File: src/rtl/pipeline_hazard_ctrl.sv
// ---------------------------------------------------------------------------
// pipeline_hazard_ctrl
//
// Central stall/flush scheduler for the five-stage RV32 pipeline
// (IF -> ID -> EX -> MEM -> WB). It looks at the decoded instruction in ID,
// the instruction in EX and the data-memory handshake. From these it drives
// the per-stage hold lines, the ID/EX flushes and the PC redirect.
//
// Handled events, highest priority first:
//   decode error / memory timeout -> sticky HALT
//   data-memory wait state        -> freeze the whole pipeline
//   taken BNE / JAL from EX       -> redirect PC, flush ID and EX
//   load-use hazard               -> hold IF/ID, bubble EX for LOAD_LAT cycles
//
// Ports
//   clk, rst                  clock, synchronous active-high reset
//   id_valid, id_instID       ID-stage instruction present / its instID
//   id_rs1, id_rs2            ID-stage source registers
//   id_error                  decoder error flag (only honoured with id_valid)
//   ex_valid, ex_instID       EX-stage instruction present / its instID
//   ex_rd                     EX-stage destination register
//   ex_redirect               EX resolved a taken BNE or a JAL
//   mem_req, mem_ready        MEM issues LW/SW / data memory completes
//   hold_if..hold_mem         freeze the corresponding stage register
//   flush_id, flush_ex        bubble the stage on the next edge
//   pc_redirect               IF loads the branch target
//   halted, halt_cause        sticky halt and its cause (1 decode, 2 timeout)
//   stall_cnt                 saturating count of cycles with hold_if=1
//
// The control outputs are combinational from the current state and inputs.
// halted, halt_cause and stall_cnt are registered. Every output is forced to
// its reset value while rst is high.
// ---------------------------------------------------------------------------
module pipeline_hazard_ctrl #(
  parameter int IDW         = 8,
  parameter int ID_LW       = 40,
  parameter int ID_SW       = 45,
  parameter int ID_ADD      = 12,
  parameter int ID_BNE      = 33,
  parameter int ID_LUI      = 1,
  parameter int ID_JAL      = 30,
  parameter int LOAD_LAT    = 1,
  parameter int MEM_TIMEOUT = 255
) (
  input  logic           clk,
  input  logic           rst,
  input  logic           id_valid,
  input  logic [IDW-1:0] id_instID,
  input  logic [4:0]     id_rs1,
  input  logic [4:0]     id_rs2,
  input  logic           id_error,
  input  logic           ex_valid,
  input  logic [IDW-1:0] ex_instID,
  input  logic [4:0]     ex_rd,
  input  logic           ex_redirect,
  input  logic           mem_req,
  input  logic           mem_ready,
  output logic           hold_if,
  output logic           hold_id,
  output logic           hold_ex,
  output logic           hold_mem,
  output logic           flush_id,
  output logic           flush_ex,
  output logic           pc_redirect,
  output logic           halted,
  output logic [1:0]     halt_cause,
  output logic [31:0]    stall_cnt
);

  localparam logic [IDW-1:0] C_LW  = IDW'(ID_LW);
  localparam logic [IDW-1:0] C_SW  = IDW'(ID_SW);
  localparam logic [IDW-1:0] C_ADD = IDW'(ID_ADD);
  localparam logic [IDW-1:0] C_BNE = IDW'(ID_BNE);
  localparam logic [IDW-1:0] C_LUI = IDW'(ID_LUI);
  localparam logic [IDW-1:0] C_JAL = IDW'(ID_JAL);

  // Extra LSTALL cycles after the first bubble; zero means the hazard is
  // covered by the single bubble issued from RUN.
  localparam logic [2:0] SCNT_INIT = 3'(LOAD_LAT - 1);
  localparam logic       LAT_MULTI = (LOAD_LAT > 1);
  // tcnt value seen during the MEM_TIMEOUT-th consecutive wait cycle; a wait
  // in that cycle is the one that trips the halt.
  localparam logic [7:0] TCNT_LAST = 8'(MEM_TIMEOUT - 1);

  localparam logic [1:0] CAUSE_DECODE  = 2'd1;
  localparam logic [1:0] CAUSE_TIMEOUT = 2'd2;

  typedef enum logic [1:0] {
    RUN    = 2'd0,
    LSTALL = 2'd1,
    MWAIT  = 2'd2,
    HALT   = 2'd3
  } state_t;

  state_t      state_reg, state_next;
  logic [2:0]  scnt_reg, scnt_next;
  logic [7:0]  tcnt_reg, tcnt_next;
  // Remembers whether the MWAIT interrupted an LSTALL so it can resume.
  logic        ret_lstall_reg, ret_lstall_next;
  logic        halted_reg;
  logic [1:0]  cause_reg;
  logic [1:0]  cause_next;
  logic [31:0] stall_cnt_reg;

  logic uses_rs1, uses_rs2, luh;
  logic mwait, dec_err, timeout, eff_lstall;
  logic hold_if_c, hold_id_c, hold_ex_c, hold_mem_c;
  logic flush_id_c, flush_ex_c, pc_redirect_c;

  // -------------------------------------------------------------------------
  // Hazard detection
  // -------------------------------------------------------------------------
  always_comb begin
    uses_rs1 = (id_instID != C_LUI) && (id_instID != C_JAL);
    uses_rs2 = (id_instID == C_ADD) || (id_instID == C_BNE) || (id_instID == C_SW);
    luh = id_valid && ex_valid && (ex_instID == C_LW) && (ex_rd != 5'd0) &&
          ((uses_rs1 && (id_rs1 == ex_rd)) || (uses_rs2 && (id_rs2 == ex_rd)));
  end

  assign mwait   = mem_req & ~mem_ready;
  assign dec_err = id_valid & id_error;
  assign timeout = mwait && (tcnt_reg == TCNT_LAST);
  // Once the memory wait clears, MWAIT behaves like the state it interrupted.
  assign eff_lstall = (state_reg == LSTALL) || ((state_reg == MWAIT) && ret_lstall_reg);

  // -------------------------------------------------------------------------
  // Next state and control outputs
  // -------------------------------------------------------------------------
  always_comb begin
    state_next      = state_reg;
    scnt_next       = scnt_reg;
    tcnt_next       = 8'd0;
    ret_lstall_next = ret_lstall_reg;
    cause_next      = cause_reg;
    hold_if_c       = 1'b0;
    hold_id_c       = 1'b0;
    hold_ex_c       = 1'b0;
    hold_mem_c      = 1'b0;
    flush_id_c      = 1'b0;
    flush_ex_c      = 1'b0;
    pc_redirect_c   = 1'b0;

    if (state_reg == HALT) begin
      hold_if_c  = 1'b1;
      hold_id_c  = 1'b1;
      hold_ex_c  = 1'b1;
      hold_mem_c = 1'b1;
    end else if (dec_err || timeout) begin
      // The entry cycle already freezes everything so the faulting
      // instruction stays where it is.
      hold_if_c  = 1'b1;
      hold_id_c  = 1'b1;
      hold_ex_c  = 1'b1;
      hold_mem_c = 1'b1;
      state_next = HALT;
      cause_next = dec_err ? CAUSE_DECODE : CAUSE_TIMEOUT;
    end else if (mwait) begin
      hold_if_c  = 1'b1;
      hold_id_c  = 1'b1;
      hold_ex_c  = 1'b1;
      hold_mem_c = 1'b1;
      tcnt_next  = tcnt_reg + 8'd1;
      state_next = MWAIT;
      if (state_reg != MWAIT) begin
        ret_lstall_next = (state_reg == LSTALL);
      end
    end else if (ex_redirect) begin
      // The dependent instruction is flushed, so any pending stall is moot.
      pc_redirect_c   = 1'b1;
      flush_id_c      = 1'b1;
      flush_ex_c      = 1'b1;
      state_next      = RUN;
      scnt_next       = 3'd0;
      ret_lstall_next = 1'b0;
    end else if (eff_lstall) begin
      hold_if_c       = 1'b1;
      hold_id_c       = 1'b1;
      flush_ex_c      = 1'b1;
      ret_lstall_next = 1'b0;
      if (scnt_reg <= 3'd1) begin
        state_next = RUN;
        scnt_next  = 3'd0;
      end else begin
        state_next = LSTALL;
        scnt_next  = scnt_reg - 3'd1;
      end
    end else begin
      state_next      = RUN;
      ret_lstall_next = 1'b0;
      if (luh) begin
        hold_if_c  = 1'b1;
        hold_id_c  = 1'b1;
        flush_ex_c = 1'b1;
        if (LAT_MULTI) begin
          state_next = LSTALL;
          scnt_next  = SCNT_INIT;
        end
      end
    end
  end

  // -------------------------------------------------------------------------
  // State registers
  // -------------------------------------------------------------------------
  always_ff @(posedge clk) begin
    if (rst) begin
      state_reg      <= RUN;
      scnt_reg       <= 3'd0;
      tcnt_reg       <= 8'd0;
      ret_lstall_reg <= 1'b0;
      halted_reg     <= 1'b0;
      cause_reg      <= 2'd0;
      stall_cnt_reg  <= 32'd0;
    end else begin
      state_reg      <= state_next;
      scnt_reg       <= scnt_next;
      tcnt_reg       <= tcnt_next;
      ret_lstall_reg <= ret_lstall_next;
      // Cause is only captured on the transition into HALT, so the first
      // cause sticks until reset.
      if ((state_reg != HALT) && (state_next == HALT)) begin
        halted_reg <= 1'b1;
        cause_reg  <= cause_next;
      end
      if (hold_if_c && (state_reg != HALT) && (stall_cnt_reg != 32'hFFFF_FFFF)) begin
        stall_cnt_reg <= stall_cnt_reg + 32'd1;
      end
    end
  end

  // -------------------------------------------------------------------------
  // Outputs, forced to reset values while rst is asserted
  // -------------------------------------------------------------------------
  assign hold_if     = hold_if_c     & ~rst;
  assign hold_id     = hold_id_c     & ~rst;
  assign hold_ex     = hold_ex_c     & ~rst;
  assign hold_mem    = hold_mem_c    & ~rst;
  assign flush_id    = flush_id_c    & ~rst;
  assign flush_ex    = flush_ex_c    & ~rst;
  assign pc_redirect = pc_redirect_c & ~rst;
  assign halted      = halted_reg    & ~rst;
  assign halt_cause  = rst ? 2'd0  : cause_reg;
  assign stall_cnt   = rst ? 32'd0 : stall_cnt_reg;

endmodule

File: config.mk
export PLATFORM = sky130hd
export DESIGN_NAME = pipeline_hazard_ctrl
export DESIGN_NICKNAME = d
export VERILOG_FILES = /design/src/rtl/pipeline_hazard_ctrl.sv
export SDC_FILE = /design/constraint.sdc
export NUM_CORES = 1
export LEC_CHECK = 0
export CORE_AREA = 10 10 82 120
export DETAILED_ROUTE_END_ITERATION = 10
export DIE_AREA = 0 0 92 130
export PLACE_DENSITY = 0.72
export SYNTH_ARGS = -nofsm -noshare
export SYNTH_HDL_FRONTEND = slang
export SYNTH_SLANG_ARGS = --single-unit
File: constraint.sdc
create_clock -name clk -period 6.8 [get_ports clk]
set_input_delay 1.36 -clock clk [delete_from_list [all_inputs] [get_ports clk]]
set_output_delay 1.36 -clock clk [all_outputs]
set_load 0.005 [all_outputs]
**Word-level counts from Yosys, hierarchy flattened**

Index checks and enable logic that the tools add are counted.

- Output and inout bits: 42
- Input bits: 39
- Logic and storage cells: 94
- Flip-flop bits (word level): 49

- Reduce and logical (&&, ||, !) cells: 23
- Mux-type cells: 31
- Bitwise operators: 12
- Eq/ne operators: 17
- Magnitude comparators: 1
- Add/sub/neg operators: 3

Operators by type and width:

| operator | number |
|---|---|
| 32-bit by 1-bit adder with 32-bit output (second input constant) | 1 |
| 32-bit two-way mux | 1 |
| 32-bit != test (second input constant) | 1 |
| 8-bit by 6-bit equality test with 1-bit output (second input constant) | 3 |
| 1-bit two-way mux | 20 |
| 2-bit two-way mux | 7 |
| 1-bit logical AND | 12 |
| 5-bit equality test | 2 |
| 3-bit two-way mux | 3 |
| 8-bit by 1-bit adder with 8-bit output (second input constant) | 1 |
| 8-bit by 4-bit equality test with 1-bit output (second input constant) | 1 |
| 8-bit equality test (second input constant) | 1 |
| 8-bit by 1-bit != test with 1-bit output (second input constant) | 1 |
| 8-bit by 5-bit != test with 1-bit output (second input constant) | 1 |
| 1-bit AND | 7 |
| 2-bit equality test (second input constant) | 3 |
| 3-bit AND reduction | 2 |
| 1-bit logical OR | 5 |
| 1-bit NOT | 5 |
| 5-bit nonzero test | 1 |
| 2-bit != test (second input constant) | 2 |
| 4-bit AND reduction | 1 |
| 4-bit OR reduction | 1 |
| 3-bit by 1-bit less-or-equal comparator with 1-bit output (second input constant) | 1 |
| 4 further kinds | 4 |

**Longest topological paths before layout**

- Depth after elaboration: 14
- Depth in mapped cells: 9
- Gate-level depth less buffers: 8

**Worst setup path before layout**

Ideal clock, no wire load.

- Path kind: input to output
- Start: in id_instID[1]
- End: out hold_if
- Required time: 5.440 ns
- Buffers on the path: 1
- Arrival: 2.659 ns
- Cell stages on the path: 7
- Setup slack: 2.781 ns
- Path through: or4_4 nor4_4 o21ai_1 a21oi_1 nor2_1 nor2_1 buf_4

- Word-level cells in the longest chain between the ends: 13

RTL lines:

| element | RTL line | source |
|---|---|---|
| start, declared | 48 | `input logic [IDW-1:0] id_instID,` |
| 8-bit by 4-bit equality test with 1-bit output or 8-bit by 6-bit equality test with 1-bit output (tied branches) | 115 | `uses_rs2 = (id_instID == C_ADD) \|\| (id_instID == C_BNE) \|\| (id_instID == C_SW);` |
| 1-bit logical OR (2 in series) | 115 |  |
| 1-bit logical AND | 117 | `((uses_rs1 && (id_rs1 == ex_rd)) \|\| (uses_rs2 && (id_rs2 == ex_rd)));` |
| 1-bit logical OR * | 117 |  |
| 1-bit logical AND * | 116 | `luh = id_valid && ex_valid && (ex_instID == C_LW) && (ex_rd != 5'd0) &&` |
| 1-bit two-way mux * (6 in series) | n/a |  |
| 1-bit AND * | n/a |  |
| end, declared | 58 | `output logic hold_if,` |

Every way passes the cells marked *; elsewhere a longest branch is shown, timed or not.

**Worst setup path after layout**

- Start: in id_instID[0]
- End: out hold_if

- Word-level cells in the longest chain between the ends: 13

RTL lines:

| element | RTL line | source |
|---|---|---|
| 8-bit by 4-bit equality test with 1-bit output or 8-bit by 6-bit equality test with 1-bit output (tied branches) | 115 |  |
| 1-bit logical OR (2 in series) | 115 |  |
| 1-bit logical AND | 117 |  |
| 1-bit logical OR * | 117 |  |
| 1-bit logical AND * | 116 |  |
| 1-bit two-way mux * | 190 | `if (luh) begin` |
| 1-bit two-way mux * | 175 | `end else if (eff_lstall) begin` |
| 1-bit two-way mux * | 167 | `end else if (ex_redirect) begin` |
| 1-bit two-way mux * | 157 | `end else if (mwait) begin` |
| 1-bit two-way mux * | 148 | `end else if (dec_err \|\| timeout) begin` |
| 1-bit two-way mux * | 143 | `if (state_reg == HALT) begin` |
| 1-bit AND * | 234 | `assign hold_if = hold_if_c & ~rst;` |

Marked as above.

==> summary.md <==
| Metric | Value |
|---|---|
| Std-Cell Core Area | 7807 um2 |
| Data arrival, critical path | 3.60 ns |
| First-pass GRT wire length | 12.56 mm |
| Setup violation total in the final timing report | 0 |
| Worst Path Max Fanout | 3 |
| Number of standard cells after synthesis | 345 |
| Worst hold path class | flop to flop |
| XOR/XNOR Fraction of Synth Area | 5.544% |
| Mux share of post-synthesis cell area | 9.296% |
| Startpoint type of the worst setup path | input pin |
| Wirelength, routed | 7.659 mm |
| Max-Cap Viols | 0 |
| Number of vias after detailed routing | 2649 |
| Average instance area after synthesis | 8.700 um2 |
| Leak | 1.508 nW |
| Share of synthesized cell area in full adder, half adder and majority cells | 2.084% |
| Clock latency at the later pin of the worst-skew pair | 0.29 ns |
| CTS root buffer | sky130_fd_sc_hd__clkbuf_16 |
| Deepest level of the CTS H-tree | 2 |
| Initial core utilization | 38.45% |
| Final hold violation count | 0 |
| Proportion of synthesized chip area in sequential cells | 32.68% |
| Clock-pin slew on the worst setup and hold paths | 0.06 ns |
| Most used cells in the layout excluding fill and tap cells | sky130_fd_sc_hd__clkdlybuf4s50_1, sky130_fd_sc_hd__nor2_1, sky130_fd_sc_hd__dfxtp_1, sky130_fd_sc_hd__nor2b_1 |
| Layout cells sized above 1 | 8.134% |
| Net Sw Frac | 23.10% |
| Share of async-settable or async-resettable flops after synthesis | 0% |
| Max FFs per register | 32 |
| Class of the most critical setup path | input pin to output pin |
| Placed Instance Area | 3850 um2 |
| FF+latch area | 980.9 um2 |
| Achievable Freq | 201.6 MHz |
| Maximum vdd ir drop | 0.1945 mV |
| Clock Tree Buf Depth | 2 |
| Clock network power share | 40.4% |
| Port Buffer Count | 80 |
| DR WL/cell | 14.64 um |
| Syn_nets | 389 |
| Least-Margin Pin Slew | 0.5697 ns |
| Number of warnings printed during yosys synthesis | 0 |
| Setup TNS | 0 ns |
| Kind of capture point of the worst setup path | output pin |
| Overflow left after global routing | 0 |
| Post-synthesis simple-gate area fraction | 33.97% |
| Internal power | 0.4914 mW |
| Final cycle utilization of the critical path | 72.95% |
| Number of max-slew violations in the final report | 0 |
| Setup repair after global routing missed its margin | false |
| Flop pwr share | 46.0% |
| CTS Sinks | 49 |
| CTS tree | done |
| Count of fill cells added during filler insertion | 775 |
| Largest net degree at the start of global routing | 61 |
| Footprint of the multi-input gates | 1894 um2 |
| Net switching power figure | 0.1476 mW |
| Distinct cells, synth | 60 |
| Synthesis-stage register bit count | 49 |
| Die area | 11960 um2 |
| GR Util All Layers | 12.62% |
| Chip Width | 92 um |
| Number of core rows | 40 |
| Main combinational cell family by area after synthesis | simple AND/OR/NAND/NOR gates |
| Compound-cell area share of the yosys netlist | 12.21% |
| Cell area after layout | 4008 um2 |
| Clock buffer count from CTS | 5 |
| Most frequent standard cell in the layout excluding fill and tap cells | sky130_fd_sc_hd__clkdlybuf4s50_1 |
| Post-cts resize count | 0 |
| Run status | completed |
| 1st-pass router iterations | 4 |
| Number of ports placed on the die boundary | 81 |
| Max_slew headroom | 62.02% |
| Via density per instance | 5.065 |
| Crit path required time | 5.44 ns |
| Number of buffers added to fix hold violations after cts | 0 |
| Antenna violations before repair | 0 |
| Total Power Consumption | 0.6391 mW |
| Diode insertion count for antenna repair | 0 |
| Layout area overhead | 33.51% |
| Power density relative to cell area | 159.5 nW/um2 |
| Placer's final routability congestion estimate | 0.7898 |
| Final clock skew | 0.006003 ns |
| Combinational Power Share | 13.6% |
| Library cell contributing the largest single delay on the critical path | sky130_fd_sc_hd__clkdlybuf4s50_1 |
| Worst path cell trace | clkdlybuf4s50_1, and3b_1, a32o_2, a211oi_4, o21ai_1, a21oi_1, nor2_1, nor2_1, clkdlybuf4s50_1 |
| Number of DRC markers after the initial detailed-route iteration | 95 |
| Max incr delay on CP | 0.52 ns |
| Post-DP HPWL | 6.033 mm |
| Commonest register cell after synthesis | sky130_fd_sc_hd__dfxtp_1 |
| Post-route minimum period | 4.961 ns |
| Remaining antenna violation count | 0 |
| Final net count | 461 |
| DIE HEIGHT | 130 um |
| DRC violations left | 0 |
| Vias in the first global route | 2654 |
| Buffers inserted by post-CTS timing repair | 0 |
| Count of flip-flops with a built-in enable after synthesis | 0 |
| Synthesized area | 3002 um2 |
==> area by class of cell <==
type                    count  area share (%)
repair buffers             81           20.04
multi-input cells         273           47.27
clock inverters             1          0.1249
inverters                   7          0.9991
flip-flops and latches     49           24.48
clock buffers               7           3.809
well taps                 105           3.278
==> cells by family after synthesis <==
group | after synthesis
AOI/OAI and AO/OA | 41
muxes | 25
xor gates and xnor gates | 19
adders and majority gates | 5
buffers and inverters | 23
DFF | 49
and+or+nand+nor | 183
==> metrics by stage <==
step / utilization [%] / std cells / setup slack, ns / hold WS [ns]
final: 51.33 / 523 / 1.839 / 0.4703
after global routing: 51.33 / 523 / 1.644 / 0.5099
after CTS: 51.33 / 523 / 1.807 / 0.4724
after detailed placement: 49.31 / 515 / 1.822 / 0.4561
after global placement: 49.31 / 515 / 1.849 / 0.4478
after floorplan: - / 345 / 2.781 / 0.4323
==> metal layers <==
layer | track usage (%) | part of all wire, % | vias to the layer above
met5 | 0 | 0 | -
met4 | 3.734 | 0.82 | 0
met3 | 3.278 | 4.8 | 4
met2 | 23.38 | 52 | 58
met1 | 13.66 | 42 | 1242
li1 | - | - | 1345
==> synth_stat cells, drive strengths merged (2+ instances only) <==
library cell | count | area [um2]
a211oi | 5 | 55.05
a21boi | 2 | 26.28
a21o | 2 | 15.01
a21oi | 15 | 101.4
a31o | 2 | 17.52
and2 | 3 | 20.02
and2b | 2 | 17.52
and3 | 10 | 65.06
and4 | 7 | 65.06
buf | 6 | 38.78
clkbuf | 10 | 47.54
dfxtp | 49 | 980.9
ha | 5 | 62.56
inv | 6 | 22.52
mux2 | 23 | 259.0
mux2i | 2 | 20.02
nand2 | 24 | 97.59
nand3 | 13 | 65.06
nand4 | 14 | 108.9
nor2 | 53 | 198.9
nor2b | 36 | 225.2
nor3 | 6 | 30.03
nor4 | 2 | 27.53
nor4b | 2 | 17.52
o21ai | 7 | 35.03
o31ai | 2 | 28.78
or3 | 3 | 18.77
or4 | 4 | 33.78
xnor2 | 14 | 122.6
xor2 | 5 | 43.79
==> critical path, delay by kind of cell <==
family / cells / cell delay (ns)
buf+inv: 2 / 1.01
simple gates: 3 / 0.36
compound gates: 4 / 0.87
==> power groups by stage <==
stage	registers, mW	clock network [mW]	logic, mW
global placement	0.300	0	0.0860
global route	0.295	0.277	0.0953
detailed placement	0.300	0	0.0876
finish	0.294	0.258	0.0869
floorplan	0.300	0	0.0495
CTS	0.294	0.266	0.0881
==> path summary, 6_finish.rpt <==
check / start / endpoint / slack, ns / cells past startpoint
worst max-delay path: id_instID[0] / hold_if / 1.84 / 9
worst min-delay path: halted_reg / halted_reg / 0.47 / 2
worst max register to register: stall_cnt_reg[0] / stall_cnt_reg[13] / 4.16 / 8
worst min register to register: halted_reg / halted_reg / 0.47 / 2
No activity file was read; power rests on OpenSTA's default activity.
